### config.mk
export PLATFORM = sky130hd
export DESIGN_NAME = race_timer
export DESIGN_NICKNAME = d
export VERILOG_FILES = /design/src/rtl/race_timer.sv
export SDC_FILE = /design/constraint.sdc
export NUM_CORES = 1
export LEC_CHECK = 0
export CAP_MARGIN = 20
export CORE_MARGIN = 4
export CORE_UTILIZATION = 55
export CTS_CLUSTER_DIAMETER = 30
export CTS_CLUSTER_SIZE = 14
export DETAILED_ROUTE_END_ITERATION = 8
export PLACE_DENSITY = 0.83
export SYNTH_ARGS = -nofsm -noshare
export SYNTH_HDL_FRONTEND = slang
export SYNTH_SLANG_ARGS = --single-unit
export TNS_END_PERCENT = 1
### constraint.sdc
create_clock -name clk -period 3.2 [get_ports clk]
set_clock_uncertainty 0.1 [all_clocks]
set_input_delay 0.8 -clock clk [delete_from_list [all_inputs] [get_ports clk]]
set_output_delay 0.8 -clock clk [all_outputs]
set_load 0.02 [all_outputs]
### src/rtl/race_timer.sv
// race_timer: race clock stage fed by the 1 Hz divider output.
// Synchronises the tick, runs the pre-race countdown, counts elapsed time
// as binary seconds plus BCD mm:ss, and freezes on finish, timeout or abort.
// Optional best-lap tracking is compiled in with `define RACE_TIMER_LAP_EN.
module race_timer #(
    parameter int COUNTDOWN_SEC  = 3,
    parameter int TIME_LIMIT_SEC = 0
) (
    input  logic        clk,
    input  logic        rst_n,
    input  logic        tick_1hz,
    input  logic        start,
    input  logic        finish,
    input  logic        abort,
`ifdef RACE_TIMER_LAP_EN
    input  logic        lap,
`endif
    output logic [1:0]  state,
    output logic [1:0]  countdown,
    output logic        go,
    output logic        timeout,
    output logic [3:0]  min_tens,
    output logic [3:0]  min_ones,
    output logic [3:0]  sec_tens,
    output logic [3:0]  sec_ones,
    output logic [12:0] elapsed
`ifdef RACE_TIMER_LAP_EN
    ,
    output logic [12:0] best_lap,
    output logic        lap_valid
`endif
);

    typedef enum logic [1:0] {
        S_IDLE  = 2'd0,
        S_CDOWN = 2'd1,
        S_RACE  = 2'd2,
        S_FIN   = 2'd3
    } state_t;

    localparam logic [1:0]  CD_INIT = 2'(COUNTDOWN_SEC);
    localparam logic [12:0] LIMIT   = 13'(TIME_LIMIT_SEC);
    localparam logic [12:0] MAX_SEC = 13'd5999;

    // One-second increment of packed BCD {min_tens, min_ones, sec_tens, sec_ones}
    function automatic logic [15:0] bcd_inc(input logic [15:0] b);
        logic [3:0] mt, mo, st, so;
        {mt, mo, st, so} = b;
        if (so == 4'd9) begin
            so = 4'd0;
            if (st == 4'd5) begin
                st = 4'd0;
                if (mo == 4'd9) begin
                    mo = 4'd0;
                    mt = mt + 4'd1;
                end else begin
                    mo = mo + 4'd1;
                end
            end else begin
                st = st + 4'd1;
            end
        end else begin
            so = so + 4'd1;
        end
        return {mt, mo, st, so};
    endfunction

    logic        s1, s2, s3;
    logic        tick_evt;
    state_t      state_q, state_d;
    logic [1:0]  cd_q, cd_d;
    logic        go_q, go_d;
    logic        to_q, to_d;
    logic [15:0] bcd_q, bcd_d;
    logic [12:0] el_q, el_d;
    logic        do_start;

    // Two-flop synchroniser plus edge register for the asynchronous tick
    always_ff @(posedge clk) begin
        if (!rst_n) begin
            s1 <= 1'b0;
            s2 <= 1'b0;
            s3 <= 1'b0;
        end else begin
            s1 <= tick_1hz;
            s2 <= s1;
            s3 <= s2;
        end
    end

    assign tick_evt = s2 & ~s3;

    // State and time registers
    always_ff @(posedge clk) begin
        if (!rst_n) begin
            state_q <= S_IDLE;
            cd_q    <= 2'd0;
            go_q    <= 1'b0;
            to_q    <= 1'b0;
            bcd_q   <= 16'd0;
            el_q    <= 13'd0;
        end else begin
            state_q <= state_d;
            cd_q    <= cd_d;
            go_q    <= go_d;
            to_q    <= to_d;
            bcd_q   <= bcd_d;
            el_q    <= el_d;
        end
    end

    // Next state: abort beats finish beats tick beats start
    always_comb begin
        state_d  = state_q;
        cd_d     = cd_q;
        go_d     = 1'b0;
        to_d     = to_q;
        bcd_d    = bcd_q;
        el_d     = el_q;
        do_start = 1'b0;
        if (abort) begin
            state_d = S_IDLE;
            cd_d    = 2'd0;
            to_d    = 1'b0;
            bcd_d   = 16'd0;
            el_d    = 13'd0;
        end else begin
            case (state_q)
                S_IDLE: do_start = start;
                S_CDOWN: begin
                    if (tick_evt) begin
                        if (cd_q == 2'd1) begin
                            cd_d    = 2'd0;
                            state_d = S_RACE;
                            go_d    = 1'b1;
                        end else if (cd_q != 2'd0) begin
                            cd_d = cd_q - 2'd1;
                        end
                    end
                end
                S_RACE: begin
                    if (finish) begin
                        // A tick landing with finish is deliberately dropped
                        state_d = S_FIN;
                        to_d    = 1'b0;
                    end else if (tick_evt && el_q != MAX_SEC) begin
                        el_d  = el_q + 13'd1;
                        bcd_d = bcd_inc(bcd_q);
                        if (LIMIT != 13'd0 && (el_q + 13'd1) == LIMIT) begin
                            state_d = S_FIN;
                            to_d    = 1'b1;
                        end
                    end
                end
                S_FIN: begin
                    if (start) begin
                        bcd_d    = 16'd0;
                        el_d     = 13'd0;
                        to_d     = 1'b0;
                        do_start = 1'b1;
                    end
                end
                default: ;
            endcase
            if (do_start) begin
                if (CD_INIT != 2'd0) begin
                    state_d = S_CDOWN;
                    cd_d    = CD_INIT;
                end else begin
                    state_d = S_RACE;
                    go_d    = 1'b1;
                end
            end
        end
    end

`ifdef RACE_TIMER_LAP_EN
    logic [12:0] lap_start_q, lap_start_d;
    logic [12:0] best_q, best_d;
    logic        lv_q, lv_d;
    logic [12:0] lap_time;

    // Lap registers; best lap survives abort and is cleared only by reset
    always_ff @(posedge clk) begin
        if (!rst_n) begin
            lap_start_q <= 13'd0;
            best_q      <= 13'h1FFF;
            lv_q        <= 1'b0;
        end else begin
            lap_start_q <= lap_start_d;
            best_q      <= best_d;
            lv_q        <= lv_d;
        end
    end

    // Lap timing: a lap or finish closes the current lap; zero-length laps are ignored
    always_comb begin
        lap_start_d = lap_start_q;
        best_d      = best_q;
        lv_d        = lv_q;
        lap_time    = el_q - lap_start_q;
        if (go_d) begin
            lap_start_d = 13'd0;
        end else if (!abort && state_q == S_RACE && (lap || finish) && lap_time != 13'd0) begin
            if (lap_time < best_q) begin
                best_d = lap_time;
                lv_d   = 1'b1;
            end
            lap_start_d = el_q;
        end
    end
`endif

    // Output mapping from registered state
    always_comb begin
        state     = state_q;
        countdown = cd_q;
        go        = go_q;
        timeout   = to_q;
        {min_tens, min_ones, sec_tens, sec_ones} = bcd_q;
        elapsed   = el_q;
`ifdef RACE_TIMER_LAP_EN
        best_lap  = best_q;
        lap_valid = lv_q;
`endif
    end

endmodule

[Word-level counts from Yosys, hierarchy flattened]
Cells that the tools add are included.
W data, S select, Z words.
Cells by class
  add/sub/neg operators: 6
  multiply operators: 0
  divide/modulo/power cells: 0
  order comparisons: 0
  equal/unequal tests: 20
  shifts and indexed selects: 0
  multiplexer cells: 34
  bitwise logic cells: 5
  reduce and logical (&&, ||, !) cells: 20
Operator list (count)
  $mux W16: 3
  $mux W13: 3
  $mux W4: 9
  $pmux W16 S2: 1
  $pmux W13 S2: 1
  $ne A2 B2 Y1 const B: 9
  $add A4 B1 Y4 const B: 4
  $mux W2: 8
  $add A13 B1 Y13 const B: 1
  $ne A13 B13 Y1 const B: 1
  $reduce_and A4 Y1: 3
  $reduce_bool A2 Y1: 5
  $ne A3 B3 Y1 const B: 3
  $eq A4 B4 Y1 const B: 2
  $reduce_and A7 Y1: 1
  $mux W1: 6
  $reduce_and A3 Y1: 2
  $reduce_and A6 Y1: 1
  $reduce_bool A3 Y1: 2
  $reduce_and A5 Y1: 1
  $eq A2 B1 Y1 const B: 2
  $eq A2 B2 Y1 const B: 2
  $eq A4 B3 Y1 const B: 1
  $not A1 Y1: 4
  9 further kinds: 10
Word-level totals
  register bits after elaboration: 38
  latch bits: 0
  memory bits (writable): 0
  ROM bits: 0
  bits of input ports: 6
  output and inout port bits: 35
  word-level logic and storage cells: 98
  memories kept: 0

[Longest topological paths before layout]
Gate-level depths: netlist (run 1).
  word-level depth: 7
  mapped depth: 9
  depth with buffers taken out: 6

[Least setup slack after synthesis (run 1)]
Ideal clock, no wire load.
  kind: input to register
  start point: input finish
  end point: register bcd_q[15]
  library setup time: 0.117 ns
  arrival: 2.155 ns
  required time: 2.983 ns
  setup slack: 0.828 ns
  cell stages on the path: 4
  path through: or3b_1 a21o_1 or4_1 a32o_1
Between the ends
  cells in the longest elaborated chain, start to end: 2
Ends and longest elaborated chain
  start: declaration: line 13  | input logic finish,
  $ne A2 B2 Y1 (no line)
  $reduce_and A7 Y1 (no line)
  end signal: assignment: line 100  | bcd_q <= 16'd0;
  end signal: assignment: line 107  | bcd_q <= bcd_d;
  end: declaration: line 74  | logic [15:0] bcd_q, bcd_d;
Every way passes these cells.
A chain may end at the register's enable or synchronous reset.

[Worst setup path in the final report (run 1)]
  start point: input finish
  end point: register bcd_q[6]
Between the ends
  cells in the longest elaborated chain, start to end: 2
Ends and longest elaborated chain
  $ne A2 B2 Y1 (no line)
  $reduce_and A5 Y1 (no line)
Every way passes these cells.

==> results of run 1 <==
[registers in the layout (all words and copies together) (netlist names)]
name	count
state	2
bcd_q	16
s3	1
go	1
s1	1
countdown	2
s2	1
elapsed	13
[cells by family after synthesis]
| kind of cell | count (synthesis) |
|---|---|
| AO/OA/AOI/OAI | 78 |
| adder cells (fa/ha/maj) | 13 |
| AND/OR/NAND/NOR | 104 |
| buffers and inverters | 30 |
| other | 1 |
| flip-flops | 37 |
| multiplexers | 1 |
[metrics by stage]
stage          power, mW  utilization, %
3_3_place_gp       0.530            70.4
4_1_cts            0.855            72.7
6_report           0.848            72.7
2_1_floorplan      0.509               -
5_1_grt            0.883            72.7
3_5_place_dp       0.531            70.4
[report_power, final]
part	internal (mW)	leakage [nW]	switching, mW
clock	0.171	0.0443	0.157
combinational	0.0226	0.613	0.0291
sequential	0.464	0.299	0.00435
[cell type report]
type	count	area (um^2)
multi-input cells	197	1360
fillers	311	1030
flip-flops and latches	37	741
repair buffers	49	465
clock buffers	7	86.3
well taps	48	60.1
inverters	8	30.0
[metal layers]
layer	share of wire [%]	global-route usage, %	wire length [um]	vias to the layer above
met1	46	30.5	2520	1047
li1	-	-	-	1082
met2	47	33.7	2530	77
met5	0	0	0	-
met3	6.3	3.37	344	4
met4	0.77	6.89	42	0
[synth_stat cells, types with 4 or more instances]
cell      number  area, um^2
dfxtp_1       37         741
a21oi_1       26         130
nor2_1        14        52.6
clkbuf_1      13        48.8
ha_1          13         163
o31ai_1       13        97.6
nand4_1       12        75.1
nor3_1        12        60.1
inv_1          8        30.0
nand2_1        8        30.0
nand3_1        8        40.0
a31oi_1        7        43.8
and2_1         7        43.8
o21ai_0        7        35.0
nand4b_1       6        52.6
a32o_1         5        50.1
buf_2          5        25.0
a21o_1         4        30.0
or4_1          4        30.0
[critical path: cells and delay by family]
| family | cells | cell delay (ns) |
|---|---|---|
| AOI/OAI and AO/OA | 2 | 0.59 |
| buffers and inverters | 1 | 0.43 |
| and+or+nand+nor | 2 | 0.95 |
[worst max-delay path by stage]
stage | from | cells past startpoint | slack, ns | end
detailed placement | finish | 5 | 0.24 | bcd_q[6]
CTS | finish | 5 | 0.53 | bcd_q[6]
floorplan | finish | 4 | 0.83 | bcd_q[15]
global route | finish | 5 | 0.45 | bcd_q[7]
global placement | finish | 5 | 0.27 | bcd_q[6]
finish | finish | 5 | 0.51 | bcd_q[6]
==> results.toml, run 1 <==
[synthesis]
netlist_area_mm2 = 0.00221
syn_inst = 264
ys_seq_elements = 37
synth_top_family_by_area = "simple AND/OR/NAND/NOR gates"
ys.flop_type = "dfxtp_1"
synth_compound_area_share_pct = 24.0
muxShareOfSynthArea_pct = 0.452
synthXorXnorAreaFrac_pct = 0
synth-edff-count = 0
yosysSeqAreaShare_pct = 33.4
async_reset_ff_share_pct = 0
syn_avg_cell_area_um2 = 8.39
synth_nets = 283
yosysUniqueCellTypes = 50
synthAdderAreaFrac_pct = 7.34
yosys.area_share.simple_pct = 29.1
ys_warn_count = 0

[critical_path]
crit_slowest_cell = "or4_1"
critical_path.max_fanout = 12
crit_required_ns = 3.28
cp.arrival_ns = 2.77
critPathCaptureType = "register"
r2r-end = "elapsed[10]"
worst-r2r-cell-count = 6
crit_chain = "clkdlybuf4s50_1, or3b_1, a21o_1, or4_1, a32o_1"
r2r-start = "state[0]"
regToRegSetupSlack_ns = 0.63
max_stage_delay_ns = 0.57
worst_setup_path_start_kind = "primary input"
worstSetupPathType = "primary input to register"

[timing]
hold_viol_final = 0
finalSetupViolCount = 0
fin_crit_sh_pct = 84.1
finalSetupTns_ns = 0
worst_slack_ns = 0.507
min_period_ns = 2.69
relSlewSlack_pct = 43.5
timing.hold.ws_ns = 0.341
slew_viol_final = 0
rsz0062_at_grt = "no"
max_freq_mhz = 371
worstMarginPinSlew_ns = 0.847

[floorplanning]
io_pins = 41
initial_core_util_pct = 58.7
core_mm2 = 0.00377
rows = 22
fp.dieH_um = 71.5
die_w_um = 71.5
die_area_mm2 = 0.00511

[global_routing]
grt_overflow = 0
grt_first_pass_wirelength_um = 9250
grt_max_degree = 25
antenna_found_initial = 0
grt_pass1_vias = 1940
gr-usage-all-layers_pct = 21.6

[layout]
area_delta_synth_final_pct = 23.8
stdcell_area_mm2 = 0.00274
finalNetCount = 317
drive_above_1_share_pct = 8.05
final_common_cell = "clkdlybuf4s50_1"
layout_common_cells = "clkdlybuf4s50_1 (39), dfxtp_1 (37), a21oi_1 (26)"
diodes = 0
final_cells = 346

[pwr]
power_density_mw_per_mm2 = 309
p_leak_nw = 0.956
vdd_drop_max_v = 0.000203

[min_path]
holdCritStartpoint = "s1"
hold_path_depth = 1
hold_path_class = "register to register"
worstHoldEndpoint = "s2"

[clocking]
cts_max_level = 2
cts_resized = 0
cts_setup_buffers = 0
holdBufCountCts = 0
clock_latency_ns = 0.29
clockBufferDepth = 2
cts_buffers = 5
cts_sinks = 37
cts_tree = "done"
clockRootBuffer = "clkbuf_8"
clk_pin_slew_worst_paths_ns = 0.07

[routing]
routedWlPerCell_um = 15.7
route.vias.total = 2210
drt_iter0_markers = 163
drt_pass1_iterations = 5
ant_nets = 0
drc = 0
vias_per_cell = 6.39
routed_wl_um = 5430

[outcome]
status = "complete, no violations"

[placement]
placedCellCount = 339
io_buffer_count = 39
dp_hpwl_um = 3750
place.gp.congestion = 0.846
place_ws_ns = 0.238
place_area_mm2 = 0.00266

[flow_run]
cap_violations = 0
Power figures use the tool's default switching activity.
==> inputs of run 2 (changes only) <==
Settings changed: CORE_UTILIZATION 55 to 47, PLACE_DENSITY 0.83 to 0.76.
Clock period 3.2 ns to 2.4 ns, I/O delays scaled along.
==> run 2 against run 1 <==
- cell count up 4.0%
- critical path type unchanged
- sequential cell count unchanged
- critical endpoint unchanged
- design area up 3.6%
- power up 40%
- largest cell class unchanged
==> results.toml, run 2 (synthesis gave the netlist of run 1 again) <==
[layout]
final_cells = 360
largest_reg_flops = 16
stdcell_area_mm2 = 0.00284
finalNetCount = 326
layout_common_cells = "clkdlybuf4s50_1 (39), dfxtp_1 (37), a21oi_1 (26)"
largest_register = "bcd_q"
fin_util_pct = 64.0
diodes = 0
area_delta_synth_final_pct = 28.4
drive_above_1_share_pct = 11.4
final_common_cell = "clkdlybuf4s50_1"

[global_routing]
use_met2_pct = 31.3
met3_usage_pct = 3.66
grt_overflow = 0
gr-usage-all-layers_pct = 19.5
grt_first_pass_wirelength_um = 9490
top_usage_layer = "met2"
antenna_found_initial = 0
grt_pass1_vias = 2045
grt_max_degree = 28
use_met1_pct = 26.1

[critical_path]
worstSetupPathType = "primary input to register"
crit_required_ns = 2.48
worst_setup_path_start_kind = "primary input"
max_stage_delay_ns = 0.54
crit_family = "simple AND/OR/NAND/NOR gates"
regToRegSetupSlack_ns = 0.20
critical_path.max_fanout = 5
crit_chain = "clkdlybuf4s50_1, or3b_1, a21o_1, or4_1, a32o_1"
crit_buf_inv = 1
crit_slowest_cell = "or4_1"
cp.arrival_ns = 2.45
critPathCaptureType = "register"

[timing]
finalSetupViolCount = 0
fin_crit_sh_pct = 98.5
worstMarginPinSlew_ns = 0.528
hold_viol_final = 0
max_freq_mhz = 423
rsz0062_at_grt = "no"
worst_slack_ns = 0.0352
relSlewSlack_pct = 64.3
slew_viol_final = 0
min_period_ns = 2.36

[clocking]
clockRootBuffer = "clkbuf_8"
cts_max_level = 2
clk_pin_slew_worst_paths_ns = 0.07
clock_latency_ns = 0.29
cts_sinks = 37
clockBufferDepth = 2
cts_buffers = 5
cts_tree = "done"

[placement]
io_buffer_count = 39
dp_hpwl_um = 3930
placedCellCount = 352
place.gp.congestion = 0.828
place_area_mm2 = 0.00274
place_ws_ns = -0.245

[pwr]
p_leak_nw = 1.01
vdd_drop_max_v = 0.000313
power_density_mw_per_mm2 = 416
total_power_mw = 1.18

[floorplanning]
die_w_um = 76.6
initial_core_util_pct = 49.8
die_area_mm2 = 0.00587
core_mm2 = 0.00444
rows = 24
fp.dieH_um = 76.6
io_pins = 41

[routing]
route.vias.total = 2235
ant_nets = 0
drc = 0
routed_wl_um = 5680
vias_per_cell = 6.21
drt_iter0_markers = 176
routedWlPerCell_um = 15.8
drt_pass1_iterations = 4

[outcome]
status = "complete, no violations"

[min_path]
hold_path_class = "register to register"

[flow_run]
cap_violations = 0
==> run 2: cell types whose count changed in the layout (fill, tap and decap cells not counted), sizes merged <==
cell / before / now
buf: 10 / 19
clkinv: 0 / 1
==> run 2: per-stage QoR <==
stage,hold WS [ns],setup TNS [ns]
3_5_place_dp,0.333,-1.20
3_3_place_gp,0.314,-1.04
2_1_floorplan,0.312,0
5_1_grt,0.362,0
6_report,0.343,0
4_1_cts,0.350,0
==> run 2: worst reg2reg max path, cell delays in order (launching register included) <==
cell and delay (ns):
dfxtp_1 0.41, ha_1 0.24, nand3_1 0.24, or4_1 0.59
buf_4 0.24, a41oi_1 0.19, a311oi_1 0.07
==> run 2: layout make-up <==
| class | count | area (um^2) |
|---|---|---|
| clock buffers | 7 | 96.3 |
| clock inverters | 1 | 5.00 |
| fillers | 397 | 1600 |
| inverters | 8 | 30.0 |
| multi-input cells | 197 | 1360 |
| flip-flops and latches | 37 | 741 |
| well taps | 52 | 65.1 |
| repair buffers | 58 | 546 |
==> run 2: timing repair <==
action	CTS	global route
gates resized for setup	0	0
hold buffers	0	0
setup endpoints to repair	0	2
setup buffers	0	0
==> run 2: final timing paths <==
path / startpoint / to / cells past startpoint
setup reg to reg: elapsed[0] / elapsed[10] / 6
setup / recovery: finish / bcd_q[6] / 5
hold / removal: s1 / s2 / 1
hold reg to reg: s1 / s2 / 1
==> run 2: per-layer routing <==
layer / vias to the layer above / share of wire, %
met5: - / 0
li1: 1100 / -
met1: 1058 / 47
met2: 72 / 47
met3: 5 / 5.0
met4: 0 / 0.95
==> run 2: report_power, final <==
part           internal, mW  leakage [nW]  switching, mW
Combinational        0.0340         0.661         0.0417
Clock                 0.260        0.0542          0.225
Sequential            0.619         0.299        0.00489
==> inputs of run 3 (changes only) <==
Settings changed: RECOVER_POWER from default to 25.
==> run 3 against run 2 <==
- critical endpoint unchanged
- fmax grew 0.22%
- register-to-register slack lost 0.02 ns
- sequential power is essentially flat
- worst hold slack is essentially flat
- power is essentially flat
- count of clock-buffer cells in the layout is the same
- via count grew 0.72%
- wire length grew 0.60%
- first-iteration DRC count shrank 2.8%
- utilization shrank 0.17 points
- design area shrank 0.26%
==> results.toml, run 3 (synthesis gave the netlist of run 1 again) <==
[outcome]
status = "complete, no violations"

[layout]
largest_reg_flops = 16
drive_above_1_share_pct = 10.7
final_cells = 360
final_common_cell = "dfxtp_1"
filler_cell_count = 398
area_delta_synth_final_pct = 28.0
layout_common_cells = "dfxtp_1 (37), clkdlybuf4s50_1 (29), a21oi_1 (26)"
finalNetCount = 326
largest_register = "bcd_q"
diodes = 0

[placement]
io_buffer_count = 39
place.gp.congestion = 0.828
dp_hpwl_um = 3930
placedCellCount = 352

[clocking]
cts_tree = "done"
cts_sinks = 37
clockBufferDepth = 2
clockRootBuffer = "clkbuf_8"
cts_max_level = 2
clock_latency_ns = 0.29
holdBufCountCts = 0
cts_setup_buffers = 0
clk_pin_slew_worst_paths_ns = 0.07
cts_resized = 0
cts_buffers = 5

[floorplanning]
rows = 24
initial_core_util_pct = 49.8
die_area_mm2 = 0.00587
fp.dieH_um = 76.6
die_w_um = 76.6
core_mm2 = 0.00444
io_pins = 41

[critical_path]
worstSetupPathType = "primary input to register"
crit_required_ns = 2.48
worst_setup_path_start_kind = "primary input"
cp.arrival_ns = 2.44
critPathCaptureType = "register"
critical_path.max_fanout = 5

[global_routing]
grt_max_degree = 28
gr-usage-all-layers_pct = 19.5
antenna_found_initial = 0
grt_pass1_vias = 2045
grt_first_pass_wirelength_um = 9490
grt_overflow = 0

[timing]
hold_viol_final = 0
worstMarginPinSlew_ns = 0.529
slew_viol_final = 0
min_period_ns = 2.36
max_freq_mhz = 424
relSlewSlack_pct = 64.3
finalSetupViolCount = 0
finalSetupTns_ns = 0
fin_crit_sh_pct = 98.3
rsz0062_at_grt = "no"

[routing]
routed_wl_um = 5710
routedWlPerCell_um = 15.9
vias_per_cell = 6.25
drt_iter0_markers = 171
ant_nets = 0
drc = 0
drt_pass1_iterations = 4
route.vias.total = 2251

[pwr]
vdd_drop_max_v = 0.000312
total_power_mw = 1.18
power_density_mw_per_mm2 = 417
p_leak_nw = 1.04

[flow_run]
cap_violations = 0

[min_path]
hold_path_class = "register to register"
## run 3: cell types whose count changed in the layout (fill, tap and decap cells not counted), sizes merged
cell and delta:
clkdlybuf4s50 -10, buf -2, dlygate4sd3 +10, clkbuf +2
## run 3: layout make-up
cell class | count | area (um^2) | share of cell area, %
clock buffers | 7 | 96.3 | 3.40
multi-input cells | 197 | 1360 | 48.0
flip-flops and latches | 37 | 741 | 26.1
clock inverters | 1 | 5.00 | 0.177
well taps | 52 | 65.1 | 2.29
inverters | 8 | 30.0 | 1.06
repair buffers | 58 | 538 | 19.0
## run 3: through the flow
step	utilization (%)	setup slack, ns	hold slack [ns]	area, um^2
floorplan	-	0.173	0.312	2210
global placement	61.7	-0.238	0.314	2740
detailed placement	61.7	-0.245	0.333	2740
CTS	64.0	0.0421	0.350	2840
global route	63.8	0.00534	0.362	2840
finish	63.8	0.0405	0.343	2840
## run 3: power by group
part / internal, mW / switching (mW)
clock network: 0.260 / 0.226
registers: 0.619 / 0.00482
logic: 0.0316 / 0.0419
## run 3: path summary, 6_finish.rpt
| path | start | endpoint | slack [ns] | depth (start not counted) |
|---|---|---|---|---|
| setup / recovery | finish | bcd_q[6] | 0.04 | 5 |
| hold / removal | s1 | s2 | 0.34 | 1 |
| setup reg to reg | elapsed[0] | elapsed[10] | 0.18 | 6 |
| hold reg to reg | s1 | s2 | 0.34 | 1 |
## run 3: layer usage
layer | wire, um | track usage (%)
met3 | 271 | 3.66
met2 | 2680 | 31.3
met5 | 0 | 0
met4 | 54 | 7.07
met1 | 2710 | 26.1
## run 3: worst max-delay path, stage by stage
cell and delay [ns]:
clkdlybuf4s50_1 0.44, or3b_1 0.38, a21o_1 0.22, or4_1 0.54
a32o_1 0.27
